## src/rtl/mru_ctrl.sv

```systemverilog
// -----------------------------------------------------------------------------
// mru_ctrl : arbitrates user writes and periodic display scan reads onto a
// single MRU port.
//
// Writes and scan reads share one set/get strobe pair. A write holds the port
// for one strobe cycle plus WR_HOLD quiet cycles. A read holds it for a strobe
// cycle, a wait cycle and a capture cycle. When both kinds are pending in IDLE,
// the kind that did not win last time is granted.
//
// The display capture pulse (disp_valid) is asserted during the CAPTURE cycle.
// disp_idx/disp_val/disp_cnt are loaded at the end of that cycle, so they
// carry the new entry from the following cycle on.
//
// Optional build macro:
//   MRU_CTRL_WR_EDGE_EN - when defined, a write becomes pending only on a
//                         rising edge of wr_req and stays pending until it is
//                         granted (one write per edge). When undefined, the
//                         wr_req level is the pending request, so holding
//                         wr_req high repeats the write back-to-back.
// -----------------------------------------------------------------------------
module mru_ctrl #(
    parameter int SCAN_PERIOD = 1000,
    parameter int WR_HOLD     = 8,
    parameter int ENTRIES     = 8
) (
    input  logic        clk,
    input  logic        rst_n,
    input  logic        wr_req,
    input  logic [15:0] wr_data,
    output logic        wr_ack,
    input  logic        scan_en,
    output logic        mru_set,
    output logic        mru_get,
    output logic [15:0] mru_data,
    input  logic [19:0] mru_q,
    output logic [2:0]  disp_idx,
    output logic [15:0] disp_val,
    output logic [3:0]  disp_cnt,
    output logic        disp_valid,
    output logic        busy
);

    // Counter widths sized from the parameters; each has at least one bit.
    localparam int TMR_W  = (SCAN_PERIOD > 1) ? $clog2(SCAN_PERIOD) : 1;
    localparam int HOLD_W = (WR_HOLD > 1) ? $clog2(WR_HOLD) : 1;

    localparam logic [TMR_W-1:0]  TMR_LAST  = TMR_W'(SCAN_PERIOD - 1);
    localparam logic [HOLD_W-1:0] HOLD_LAST = HOLD_W'(WR_HOLD - 1);
    localparam logic [2:0]        IDX_LAST  = 3'(ENTRIES - 1);

    // Encoding of last_grant_reg
    localparam logic GRANT_READ  = 1'b0;
    localparam logic GRANT_WRITE = 1'b1;

    typedef enum logic [2:0] {
        IDLE    = 3'd0,
        WRITE   = 3'd1,
        WR_WAIT = 3'd2,
        READ    = 3'd3,
        RD_WAIT = 3'd4,
        CAPTURE = 3'd5
    } state_t;

    state_t state_reg;
    state_t state_next;

    // Scan timer and the single-deep scan request it raises
    logic [TMR_W-1:0]  tmr_reg;
    logic              scan_pend_reg;
    logic              scan_tc;

    // Arbitration and transaction context
    logic              last_grant_reg;
    logic [15:0]       wr_latch_reg;
    logic [2:0]        scan_idx_reg;
    logic [HOLD_W-1:0] hold_cnt_reg;
    logic              wr_pend;
    logic              grant_wr;
    logic              grant_rd;

    // Registered display outputs
    logic [2:0]        disp_idx_reg;
    logic [15:0]       disp_val_reg;
    logic [3:0]        disp_cnt_reg;

    // Terminal count of the scan timer; only meaningful while scanning
    assign scan_tc = scan_en && (tmr_reg == TMR_LAST);

`ifdef MRU_CTRL_WR_EDGE_EN
    logic wr_req_d_reg;
    logic wr_pend_reg;
    logic wr_rise;

    assign wr_rise = wr_req && !wr_req_d_reg;
    assign wr_pend = wr_pend_reg;

    // Remember one rising edge of wr_req until the write it asks for is granted
    always_ff @(posedge clk or negedge rst_n) begin
        if (!rst_n) begin
            wr_req_d_reg <= 1'b0;
            wr_pend_reg  <= 1'b0;
        end else begin
            wr_req_d_reg <= wr_req;
            wr_pend_reg  <= (wr_pend_reg && !grant_wr) || wr_rise;
        end
    end
`else
    // The request level is the pending write; holding it repeats writes
    assign wr_pend = wr_req;
`endif

    // State register
    always_ff @(posedge clk or negedge rst_n) begin
        if (!rst_n) begin
            state_reg <= IDLE;
        end else begin
            state_reg <= state_next;
        end
    end

    // Next-state decode, grant arbitration and the strobe/bus outputs
    always_comb begin
        state_next = state_reg;
        grant_wr   = 1'b0;
        grant_rd   = 1'b0;
        mru_set    = 1'b0;
        mru_get    = 1'b0;
        mru_data   = 16'h0000;
        wr_ack     = 1'b0;
        disp_valid = 1'b0;
        case (state_reg)
            IDLE: begin
                // On a tie the kind that lost last time goes first
                if (wr_pend && (!scan_pend_reg || last_grant_reg == GRANT_READ)) begin
                    grant_wr   = 1'b1;
                    state_next = WRITE;
                end else if (scan_pend_reg) begin
                    grant_rd   = 1'b1;
                    state_next = READ;
                end
            end
            WRITE: begin
                mru_set    = 1'b1;
                wr_ack     = 1'b1;
                mru_data   = wr_latch_reg;
                state_next = WR_WAIT;
            end
            WR_WAIT: begin
                if (hold_cnt_reg == HOLD_LAST) begin
                    state_next = IDLE;
                end
            end
            READ: begin
                mru_get    = 1'b1;
                mru_data   = {13'b0, scan_idx_reg};
                state_next = RD_WAIT;
            end
            RD_WAIT: begin
                state_next = CAPTURE;
            end
            CAPTURE: begin
                disp_valid = 1'b1;
                state_next = IDLE;
            end
            default: begin
                state_next = IDLE;
            end
        endcase
    end

    assign busy = (state_reg != IDLE);

    // Scan timer: free-runs while enabled, parks at zero when disabled
    always_ff @(posedge clk or negedge rst_n) begin
        if (!rst_n) begin
            tmr_reg <= '0;
        end else if (!scan_en) begin
            tmr_reg <= '0;
        end else if (scan_tc) begin
            tmr_reg <= '0;
        end else begin
            tmr_reg <= tmr_reg + TMR_W'(1);
        end
    end

    // Scan request: one bit deep, so extra terminal counts before the grant merge
    always_ff @(posedge clk or negedge rst_n) begin
        if (!rst_n) begin
            scan_pend_reg <= 1'b0;
        end else if (!scan_en) begin
            scan_pend_reg <= 1'b0;
        end else if (scan_tc) begin
            scan_pend_reg <= 1'b1;
        end else if (grant_rd) begin
            scan_pend_reg <= 1'b0;
        end
    end

    // Track which kind was granted last so ties alternate
    always_ff @(posedge clk or negedge rst_n) begin
        if (!rst_n) begin
            last_grant_reg <= GRANT_READ;
        end else if (grant_wr) begin
            last_grant_reg <= GRANT_WRITE;
        end else if (grant_rd) begin
            last_grant_reg <= GRANT_READ;
        end
    end

    // Freeze the write value at grant so wr_data may change afterwards
    always_ff @(posedge clk or negedge rst_n) begin
        if (!rst_n) begin
            wr_latch_reg <= 16'h0000;
        end else if (grant_wr) begin
            wr_latch_reg <= wr_data;
        end
    end

    // Count the quiet cycles after a write; held at zero in every other state
    always_ff @(posedge clk or negedge rst_n) begin
        if (!rst_n) begin
            hold_cnt_reg <= '0;
        end else if (state_reg == WR_WAIT) begin
            hold_cnt_reg <= hold_cnt_reg + HOLD_W'(1);
        end else begin
            hold_cnt_reg <= '0;
        end
    end

    // Load the display registers and step to the next entry on capture
    always_ff @(posedge clk or negedge rst_n) begin
        if (!rst_n) begin
            disp_idx_reg <= 3'd0;
            disp_val_reg <= 16'h0000;
            disp_cnt_reg <= 4'd0;
            scan_idx_reg <= 3'd0;
        end else if (state_reg == CAPTURE) begin
            disp_idx_reg <= scan_idx_reg;
            disp_val_reg <= mru_q[15:0];
            disp_cnt_reg <= mru_q[19:16];
            scan_idx_reg <= (scan_idx_reg == IDX_LAST) ? 3'd0 : scan_idx_reg + 3'd1;
        end
    end

    assign disp_idx = disp_idx_reg;
    assign disp_val = disp_val_reg;
    assign disp_cnt = disp_cnt_reg;

endmodule

```

## config.mk

```make
export PLATFORM = sky130hd
export DESIGN_NAME = mru_ctrl
export DESIGN_NICKNAME = d
export VERILOG_FILES = /design/src/rtl/mru_ctrl.sv
export SDC_FILE = /design/constraint.sdc
export NUM_CORES = 1
export LEC_CHECK = 0
export BUFFER_PORTS_ARGS = -buffer_cell sky130_fd_sc_hd__buf_2
export CAP_MARGIN = 10
export CORE_UTILIZATION = 45
export DETAILED_ROUTE_END_ITERATION = 8
export GPL_TIMING_DRIVEN = 0
export PLACE_DENSITY_LB_ADDON = 0.05
export SYNTH_ARGS = -nofsm -noshare
export SYNTH_HDL_FRONTEND = slang
export SYNTH_SLANG_ARGS = --single-unit
```

## constraint.sdc

```tcl
create_clock -name clk -period 2.74 [get_ports clk]
set_input_delay 0.548 -clock clk [delete_from_list [all_inputs] [get_ports clk]]
set_output_delay 0.548 -clock clk [all_outputs]
set_load 0.01 [all_outputs]
```

* Yosys cells after proc, flatten, opt, wreduce, memory -nomap -nowiden
Index checks and enable logic that the tools add are counted.
Word-level totals: register bits 60, output and inout bits 44, bits of input ports 40, word-level logic and storage cells 54
Operators by class: bitwise logic cells 1, add/subtract/negate cells 3, reductions and logical operators 8, eq/ne operators 11, multiplexer cells 21
Operators by type and width (count):
- 16-bit case mux with 2 select lines | 1
- 10-bit 2-to-1 mux | 2
- 3-bit 2-to-1 mux | 5
- 3-bit case mux with 5 select lines | 1
- 3-bit equality test, second input constant | 4
- 1-bit 2-to-1 mux | 12
- 10-bit by 1-bit adder with 10-bit output, second input constant | 1
- 10-bit equality test, second input constant | 1
- 3-bit by 1-bit adder with 3-bit output, second input constant | 2
- 3-bit by 2-bit equality test with 1-bit output, second input constant | 2
- 3-bit by 1-bit equality test with 1-bit output, second input constant | 1
- 3-bit logical NOT | 1
- 3-bit by 1-bit inequality test with 1-bit output, second input constant | 1
- 3-bit inequality test, second input constant | 1
- 3-bit nonzero test | 1
- 1-bit logical AND | 2
- 2-bit inequality test, second input constant | 1
- 2-bit AND reduction | 1
- 2-bit nonzero test | 1
- 1-bit logical NOT | 1
- 1-bit logical OR | 1
- 1-bit NOT | 1

* Depth between registers and ports, before layout
Gate-level depths: netlist of run 1.
depth after elaboration 8, depth in mapped cells 6, depth with buffers taken out 5

* Worst setup path before layout of run 1
Ideal clock, no wire load.
kind reg2out, start point reg state_reg[2], end point out mru_data[11], data required time 2.192 ns, buffers on the path 2, slack 0.967 ns, arrival time 1.225 ns, stages on the path, launching flop included 5, cells stage by stage dfrtp_1 > buf_2 > nor3b_2 > buf_2 > and2_1
On the way: cells in the longest elaborated chain, start to end 2, elaborated cells on any way between the ends 3, those cells by class eq/ne (2); mux (1)
Ends and longest elaborated chain:
- start, declared | line 64 | state_t state_reg;
- start signal, assigned | line 117 | state_reg <= state_next;
- 3-bit by 2-bit equality test with 1-bit output or 3-bit by 1-bit equality test with 1-bit output (tied branches) | line 131 | case (state_reg)
- 16-bit case mux with 2 select lines * | line 131
- end, declared | line 34 | output logic [15:0] mru_data,
Mark *: on every way between the ends. The rest lies on a longest branch, timed or not.

* Worst setup path after layout of run 1
start point reg state_reg[2], end point out mru_data[3]
Same word-level chain as after synthesis.

==> flow_metrics.py, run 1 <==
metrics = {
    "floorplan": {
        "die_area_sq_mm": 0.00618,
        "die_w_microns": 78.6,
        "coreArea_sq_mm": 0.00557,
        "die_y_microns": 78.6,
        "rows": 27,
        "ios": 84,
        "initial_core_util_pct": 47.4,
    },
    "yosys": {
        "ys_types": 36,
        "netlist.area_leader.share_pct": 56.8,
        "yosysSeqAreaShare_pct": 56.8,
        "netlist.top_cell.by_area": "dfrtp_1",
        "synthCells": 247,
        "avgSynthCellArea_sq_um": 10.7,
        "syn_nets": 292,
        "syn_area_sq_mm": 0.00264,
        "synth_warnings": 0,
        "synth_area_leaders": "dfrtp_1 57%, nand2_1 11%, mux2_4 5.7%",
        "synth_seq_cells": 60,
    },
    "route": {
        "vias": 2005,
        "drc": 0,
        "first_iter_violations": 85,
        "vias_per_cell": 4.81,
        "wirelength_microns": 5280,
        "firstDrtPassIters": 4,
        "drt-wirelength-per-cell_microns": 12.7,
        "ant_nets": 0,
    },
    "timing": {
        "fmax_mhz": 412,
        "tns_ps": 0,
        "setup_violations": 0,
        "slew_headroom_pct": 54.6,
        "min_period_ps": 2420,
        "tightestPinTransition_ps": 681,
        "finalHoldViolCount": 0,
        "clock_skew_ps": 7.93,
        "slew_violations": 0,
        "fin_ws_ps": 316,
        "fin_crit_sh_pct": 88.5,
        "rsz0062_at_grt": "no",
    },
    "cells_and_area": {
        "area_growth_pct": 26.5,
        "drive_above_1_share_pct": 36.5,
        "utilization_pct": 60.0,
        "n_antenna_cell": 0,
        "final_common_cell": "buf_2",
        "final_cells": 417,
        "finalNetCount": 387,
        "most-common-layout-cells": "88 x buf_2, 76 x nand2_1, 60 x dfrtp_1",
    },
    "clock_tree": {
        "cts_htree_levels": 3,
        "clockRootBuffer": "clkbuf_8",
        "cts_setup_buffers": 0,
        "cts_buffer_depth": 2,
        "clk_pin_slew_ps": 60,
        "clk_latency_ps": 330,
        "cts_tree": "done",
        "clock-sinks": 60,
        "cts_inserted_buffers": 9,
        "cts_hold_buf": 0,
        "cts_resized": 0,
    },
    "global_route": {
        "antenna_found_initial": 0,
        "grt_pass1_vias": 2005,
        "grt_max_degree": 32,
        "grtUsageTotal_pct": 19.1,
        "grt_pass1_wl_microns": 8960,
        "grt_overflow": 0,
    },
    "worst_setup_path": {
        "cp.arrival_ps": 1880,
        "cp-start-kind": "flip-flop",
        "crit_path_end_kind": "output pin",
        "cp_data_required_time_ps": 2190,
        "cp_max_fo": 11,
        "criticalPathCategory": "flip-flop to output pin",
    },
    "run": {
        "maxCapViolCount": 0,
    },
    "pwr": {
        "p_per_area_mw_per_mm2": 989,
        "p_leak_nw": 1.81,
        "total_power_mw": 3.31,
        "peakVddDrop_mv": 0.457,
    },
    "placement": {
        "place_hpwl_microns": 3710,
        "place.gp.congestion": 0.729,
        "io_buffers": 83,
        "dp_cells": 403,
        "pre_cts_ws_ps": 606,
    },
    "outcome": {
        "outcome": "finished, final reports clean",
    },
    "worst_hold_path": {
        "hold_path.class": "input pin to asynchronous set/reset pin",
    },
}
kinds of logic after synthesis:
group           count (synthesis)  share of synthesized area [%]
flops                          60                           56.8
buf+inv                        14                           2.65
simple gates                  127                           22.9
xor+xnor                        5                           1.66
mux                            16                           8.24
fa+ha+maj                       5                           2.37
compound gates                 20                           5.31
worst paths after layout:
| check | slack [ps] | end | cells after the start | from |
|---|---|---|---|---|
| max | 320 | mru_data[3] | 5 | state_reg[2]$_DFFE_PN0P_ |
| min | 260 | disp_idx[0]$_DFFE_PN0P_ | 1 | rst_n |
| max reg2reg | 1040 | tmr_reg[5]$_DFF_PN0_ | 5 | tmr_reg[0]$_DFF_PN0_ |
| min reg2reg | 450 | hold_cnt_reg[0]$_DFF_PN0_ | 1 | hold_cnt_reg[0]$_DFF_PN0_ |
| max in group asynchronous | 1880 | disp_cnt[1]$_DFFE_PN0P_ | 2 | rst_n |
| min in group clk | 400 | disp_val[10]$_DFFE_PN0P_ | 3 | mru_q[10] |
critical path: stages, from the launching register on:
cell and delay [ps]:
dfrtp_1 360, buf_2 180, nor3b_2 450, buf_2 290
and2_1 140, buf_2 130
Yosys cell counts:
master	n
nand2_1	76
dfrtp_1	60
and2_1	18
mux2_4	10
nor2_1	10
mux2_2	6
buf_2	5
ha_1	5
nand3_1	5
nor3_1	4
xnor2_1	4
a21boi_0	3
a21oi_1	3
a22o_1	3
clkbuf_1	3
inv_1	3
nand2b_1	3
o21ai_0	3
a21o_1	2
a31oi_1	2
and3_1	2
nand4_1	2
o31a_1	2
and3b_1	1
and4bb_2	1
buf_4	1
buf_6	1
inv_2	1
nand3_4	1
nand3b_1	1
nor3_4	1
nor3b_2	1
o21a_1	1
o22a_1	1
or3_1	1
xor2_1	1
through the flow:
stage / hold slack (ps) / cell area (sq um)
detailed placement: 430 / 3170
global placement: 434 / 3150
finish: 262 / 3340
floorplan: 252 / 2640
global route: 311 / 3340
CTS: 275 / 3340
layer usage:
layer	GRT usage (%)	up-vias	part of all wire (%)
li1	-	1000	-
met1	23.9	943	47
met2	31.2	55	47
met3	4.30	7	5.2
met4	8.89	0	1.6
met5	0	-	0
layout make-up:
type	instances	area, sq um
well taps	72	90.1
inverters	4	15.0
multi-input cells	173	1070
clock inverters	2	10.0
fillers	519	2230
repair buffers	84	435
plain buffers	10	55.1
clock buffers	12	165
flip-flops and latches	60	1500
where the power goes:
| group | switching [mW] | leakage (nW) | internal (mW) |
|---|---|---|---|
| Combinational | 0.581 | 0.974 | 0.598 |
| Sequential | 0.193 | 0.742 | 1.22 |
| Clock | 0.322 | 0.0941 | 0.389 |
Note: power is estimated with default switching activity, not from simulation.
==> run 2: changes to the inputs <==
CORE_MARGIN = 2   (was unset)
==> flow_metrics.py, run 2 (synthesized netlist as in run 1, its figures left out) <==
metrics = {
    "timing": {
        "clock_skew_ps": 9.51,
        "rsz0062_at_grt": "no",
        "fmax_mhz": 416,
        "fin_crit_sh_pct": 87.8,
        "slew_violations": 0,
        "setup_violations": 0,
        "tns_ps": 0,
        "finalHoldViolCount": 0,
        "slew_headroom_pct": 60.0,
        "min_period_ps": 2410,
        "tightestPinTransition_ps": 594,
    },
    "worst_setup_path": {
        "critical_path.startpoint": "state_reg[2]$_DFFE_PN0P_",
        "criticalPathCategory": "flip-flop to output pin",
        "worstReg2RegEnd": "tmr_reg[6]$_DFF_PN0_",
        "reg2reg_depth": 5,
        "cp.arrival_ps": 1860,
        "crit_path_end_kind": "output pin",
        "cp_data_required_time_ps": 2190,
        "cp_max_fo": 11,
        "cp-endpoint": "mru_data[8]",
        "rrSetupSlack_ps": 1050,
        "worst_r2r_startpoint": "tmr_reg[0]$_DFF_PN0_",
        "cp-start-kind": "flip-flop",
    },
    "pwr": {
        "p_per_area_mw_per_mm2": 1050,
        "p_leak_nw": 1.84,
        "clkPwrFrac_pct": 27.7,
        "p_sw_share_pct": 31.3,
        "power.share.combinational_pct": 32.9,
        "switchingPower_mw": 1.12,
        "peakVddDrop_mv": 0.531,
        "power.internal_mw": 2.47,
        "sequentialPowerShare_pct": 39.4,
    },
    "run": {
        "maxCapViolCount": 0,
    },
    "clock_tree": {
        "clockRootBuffer": "clkbuf_8",
        "cts_inserted_buffers": 9,
        "cts_hold_buf": 0,
        "clk_latency_ps": 330,
        "cts_buffer_depth": 2,
        "cts_tree": "done",
        "clk_pin_slew_ps": 70,
        "cts_htree_levels": 3,
        "cts_setup_buffers": 0,
        "cts_resized": 0,
        "clock-sinks": 60,
    },
    "placement": {
        "io_buffers": 83,
        "place.gp.congestion": 0.743,
        "dpl-instance-area_sq_mm": 0.00317,
        "dp_cells": 403,
        "place_hpwl_microns": 3810,
    },
    "route": {
        "firstDrtPassIters": 4,
        "first_iter_violations": 82,
        "vias_per_cell": 4.79,
        "ant_nets": 0,
        "drt-wirelength-per-cell_microns": 12.8,
        "vias": 2006,
        "wirelength_microns": 5380,
        "drc": 0,
    },
    "floorplan": {
        "coreArea_sq_mm": 0.00557,
        "die_y_microns": 80.6,
        "ios": 84,
        "initial_core_util_pct": 47.4,
        "die_area_sq_mm": 0.00650,
        "die_w_microns": 80.6,
        "rows": 27,
    },
    "cells_and_area": {
        "drive_above_1_share_pct": 36.6,
        "multiInputGateArea_sq_mm": 0.00107,
        "most-common-layout-cells": "88 x buf_2, 76 x nand2_1, 60 x dfrtp_1",
        "area_growth_pct": 29.4,
        "nFillCells": 492,
        "finalNetCount": 387,
        "final_common_cell": "buf_2",
        "register_area_sq_mm": 0.00150,
        "final_cells": 419,
        "finalInstanceArea_sq_mm": 0.00342,
        "utilization_pct": 61.3,
        "n_antenna_cell": 0,
    },
    "worst_hold_path": {
        "hold_path.class": "input pin to asynchronous set/reset pin",
    },
    "global_route": {
        "antenna_found_initial": 0,
        "grt_pass1_wl_microns": 8930,
        "grt_overflow": 0,
        "grtUsageTotal_pct": 18.3,
        "grt_max_degree": 39,
        "grt_pass1_vias": 1935,
    },
    "outcome": {
        "outcome": "finished, final reports clean",
    },
}
## run 2: cell types whose count changed in the layout (fill, tap and decap cells not counted), sizes merged
cell | before | now
bufinv | 0 | 3
clkinv | 2 | 1
## run 2: layout make-up
cell class	instances	share of cell area [%]
Buffer	10	1.61
Clock buffer	12	4.54
Clock inverter	4	2.78
Inverter	4	0.439
Multi-Input combinational cell	173	31.3
Sequential cell	60	43.9
Tap cell	72	2.64
Timing Repair Buffer	84	12.7
## run 2: worst min-delay path by stage
stage	slack (ps)	depth (start not counted)	to
after CTS	200	1	disp_val[12]$_DFFE_PN0P_
final	190	1	disp_val[12]$_DFFE_PN0P_
after detailed placement	440	1	hold_cnt_reg[0]$_DFF_PN0_
after global routing	240	1	disp_val[12]$_DFFE_PN0P_
after floorplan	250	0	disp_cnt[0]$_DFFE_PN0P_
after global placement	440	1	hold_cnt_reg[0]$_DFF_PN0_
## run 2: per-stage QoR
stage / setup WS (ps) / power (mW) / hold WS, ps
finish: 334 / 3.60 / 194
CTS: 291 / 3.64 / 200
global placement: 653 / 2.59 / 438
detailed placement: 665 / 2.63 / 437
floorplan: 967 / 2.18 / 252
global route: 171 / 3.84 / 236
## run 2: power by group through the flow
stage               clock, mW  sequential [mW]  combinational (mW)
global placement            0             1.42                1.18
finish                  0.995             1.42                1.18
floorplan                   0             1.48               0.694
detailed placement          0             1.43                1.21
global route             1.05             1.47                1.33
CTS                      1.01             1.42                1.21
## run 2: worst max-delay path, stage by stage, from the launching register on
cell and delay, ps:
dfrtp_1 350, buf_2 180, nor3b_2 420, buf_2 290, and2_1 150, buf_2 120
## run 2: per-layer routing
layer	up-vias	wire (microns)	GRT usage, %
met1	937	2490	23.4
met5	-	0	0
met4	0	70	9.15
met3	7	316	4.38
met2	56	2510	29.0
li1	1006	-	-
==> run 3: changes to the inputs <==
MAX_ROUTING_LAYER = met4   (was unset)
==> flow_metrics.py, run 3 (synthesized netlist as in run 1, its figures left out) <==
metrics = {
    "route": {
        "wirelength_microns": 5370,
        "firstDrtPassIters": 4,
        "ant_nets": 0,
        "first_iter_violations": 77,
        "vias_per_cell": 4.79,
        "drc": 0,
        "drt-wirelength-per-cell_microns": 12.8,
        "vias": 2007,
    },
    "floorplan": {
        "coreArea_sq_mm": 0.00557,
        "rows": 27,
        "ios": 84,
        "die_y_microns": 80.6,
        "die_area_sq_mm": 0.00650,
        "initial_core_util_pct": 47.4,
        "die_w_microns": 80.6,
    },
    "clock_tree": {
        "cts_setup_buffers": 0,
        "cts_buffer_depth": 2,
        "clk_pin_slew_ps": 70,
        "cts_resized": 0,
        "clk_latency_ps": 330,
        "cts_htree_levels": 3,
        "cts_tree": "done",
        "cts_hold_buf": 0,
        "cts_inserted_buffers": 9,
        "clock-sinks": 60,
        "clockRootBuffer": "clkbuf_8",
    },
    "worst_setup_path": {
        "crit_path_end_kind": "output pin",
        "cp-start-kind": "flip-flop",
        "cp_common_cell": "buf_2",
        "crit_chain": "buf_2, nor3b_2, buf_2, and2_1, buf_2",
        "criticalPathCategory": "flip-flop to output pin",
        "cp_data_required_time_ps": 2190,
        "cpPeakStageDelay_ps": 420,
        "cp.arrival_ps": 1850,
        "slowest_stage": "nor3b_2",
        "cp_max_fo": 11,
    },
    "cells_and_area": {
        "area_growth_pct": 29.4,
        "register_area_sq_mm": 0.00150,
        "multiInputGateArea_sq_mm": 0.00107,
        "nFillCells": 492,
        "most-common-layout-cells": "88 x buf_2, 76 x nand2_1, 60 x dfrtp_1",
        "final_cells": 419,
        "utilization_pct": 61.3,
        "final_common_cell": "buf_2",
        "n_antenna_cell": 0,
        "drive_above_1_share_pct": 36.6,
        "finalNetCount": 387,
    },
    "pwr": {
        "p_sw_share_pct": 31.2,
        "total_power_mw": 3.60,
        "sequentialPowerShare_pct": 39.5,
        "clkPwrFrac_pct": 27.6,
        "peakVddDrop_mv": 0.532,
        "power.share.combinational_pct": 32.9,
        "switchingPower_mw": 1.12,
        "p_per_area_mw_per_mm2": 1050,
        "p_leak_nw": 1.84,
        "power.internal_mw": 2.47,
    },
    "placement": {
        "place_hpwl_microns": 3810,
        "dp_cells": 403,
        "pre_cts_ws_ps": 665,
        "io_buffers": 83,
        "place.gp.congestion": 0.752,
    },
    "timing": {
        "min_period_ps": 2400,
        "slew_headroom_pct": 60.0,
        "tns_ps": 0,
        "fin_ws_ps": 337,
        "finalHoldViolCount": 0,
        "slew_violations": 0,
        "setup_violations": 0,
        "rsz0062_at_grt": "no",
        "clock_skew_ps": 9.85,
        "fmax_mhz": 416,
        "fin_crit_sh_pct": 87.7,
        "tightestPinTransition_ps": 594,
    },
    "worst_hold_path": {
        "hold_path.class": "input pin to asynchronous set/reset pin",
    },
    "outcome": {
        "outcome": "finished, final reports clean",
    },
    "global_route": {
        "grt_max_degree": 39,
        "antenna_found_initial": 0,
        "grt_overflow": 0,
        "grtUsageTotal_pct": 18.9,
        "grt_pass1_wl_microns": 8950,
        "grt_pass1_vias": 1936,
    },
    "run": {
        "maxCapViolCount": 0,
    },
}
==> run 3: area by class of cell <==
cell class,count,area share (%)
Buffer,10,1.61
Clock buffer,12,4.54
Clock inverter,4,2.78
Inverter,4,0.439
Multi-Input combinational cell,173,31.3
Sequential cell,60,43.9
Tap cell,72,2.64
Timing Repair Buffer,84,12.7
==> run 3: metrics by stage <==
step,hold slack (ps),cell area (sq um)
3_3_place_gp,438,3150
2_1_floorplan,252,2640
6_report,193,3420
3_5_place_dp,437,3170
4_1_cts,200,3420
5_1_grt,233,3420
==> run 3: metal layers <==
| layer | GRT usage [%] | vias up | wire [microns] |
|---|---|---|---|
| li1 | - | 1007 | - |
| met1 | 23.3 | 938 | 2460 |
| met2 | 29.1 | 55 | 2520 |
| met3 | 4.72 | 7 | 307 |
| met4 | 9.15 | 0 | 79 |
| met5 | - | - | 0 |
==> run 3: worst paths after layout <==
path	cells after the start	slack (ps)	from	endpoint
setup / recovery	5	340	state_reg[2]$_DFFE_PN0P_	mru_data[8]
hold / removal	1	190	rst_n	disp_val[12]$_DFFE_PN0P_
setup reg to reg	5	1050	tmr_reg[0]$_DFF_PN0_	tmr_reg[6]$_DFF_PN0_
hold reg to reg	1	440	hold_cnt_reg[0]$_DFF_PN0_	hold_cnt_reg[0]$_DFF_PN0_
max in group asynchronous	2	1950	rst_n	tmr_reg[7]$_DFF_PN0_
min in group clk	3	400	mru_q[12]	disp_val[12]$_DFFE_PN0P_
==> run 3: worst max-delay path: cells and delay by family (launching register included) <==
| kind | cells | cell delay (ps) |
|---|---|---|
| AND/OR/NAND/NOR | 2 | 570 |
| buffers and inverters | 3 | 590 |
| flip-flops | 1 | 350 |
==> run 3: power by group through the flow <==
stage	logic [mW]	clock network, mW	registers [mW]
final	1.18	0.994	1.42
after detailed placement	1.21	0	1.43
after global routing	1.33	1.05	1.47
after global placement	1.18	0	1.42
after CTS	1.21	1.01	1.42
after floorplan	0.694	0	1.48
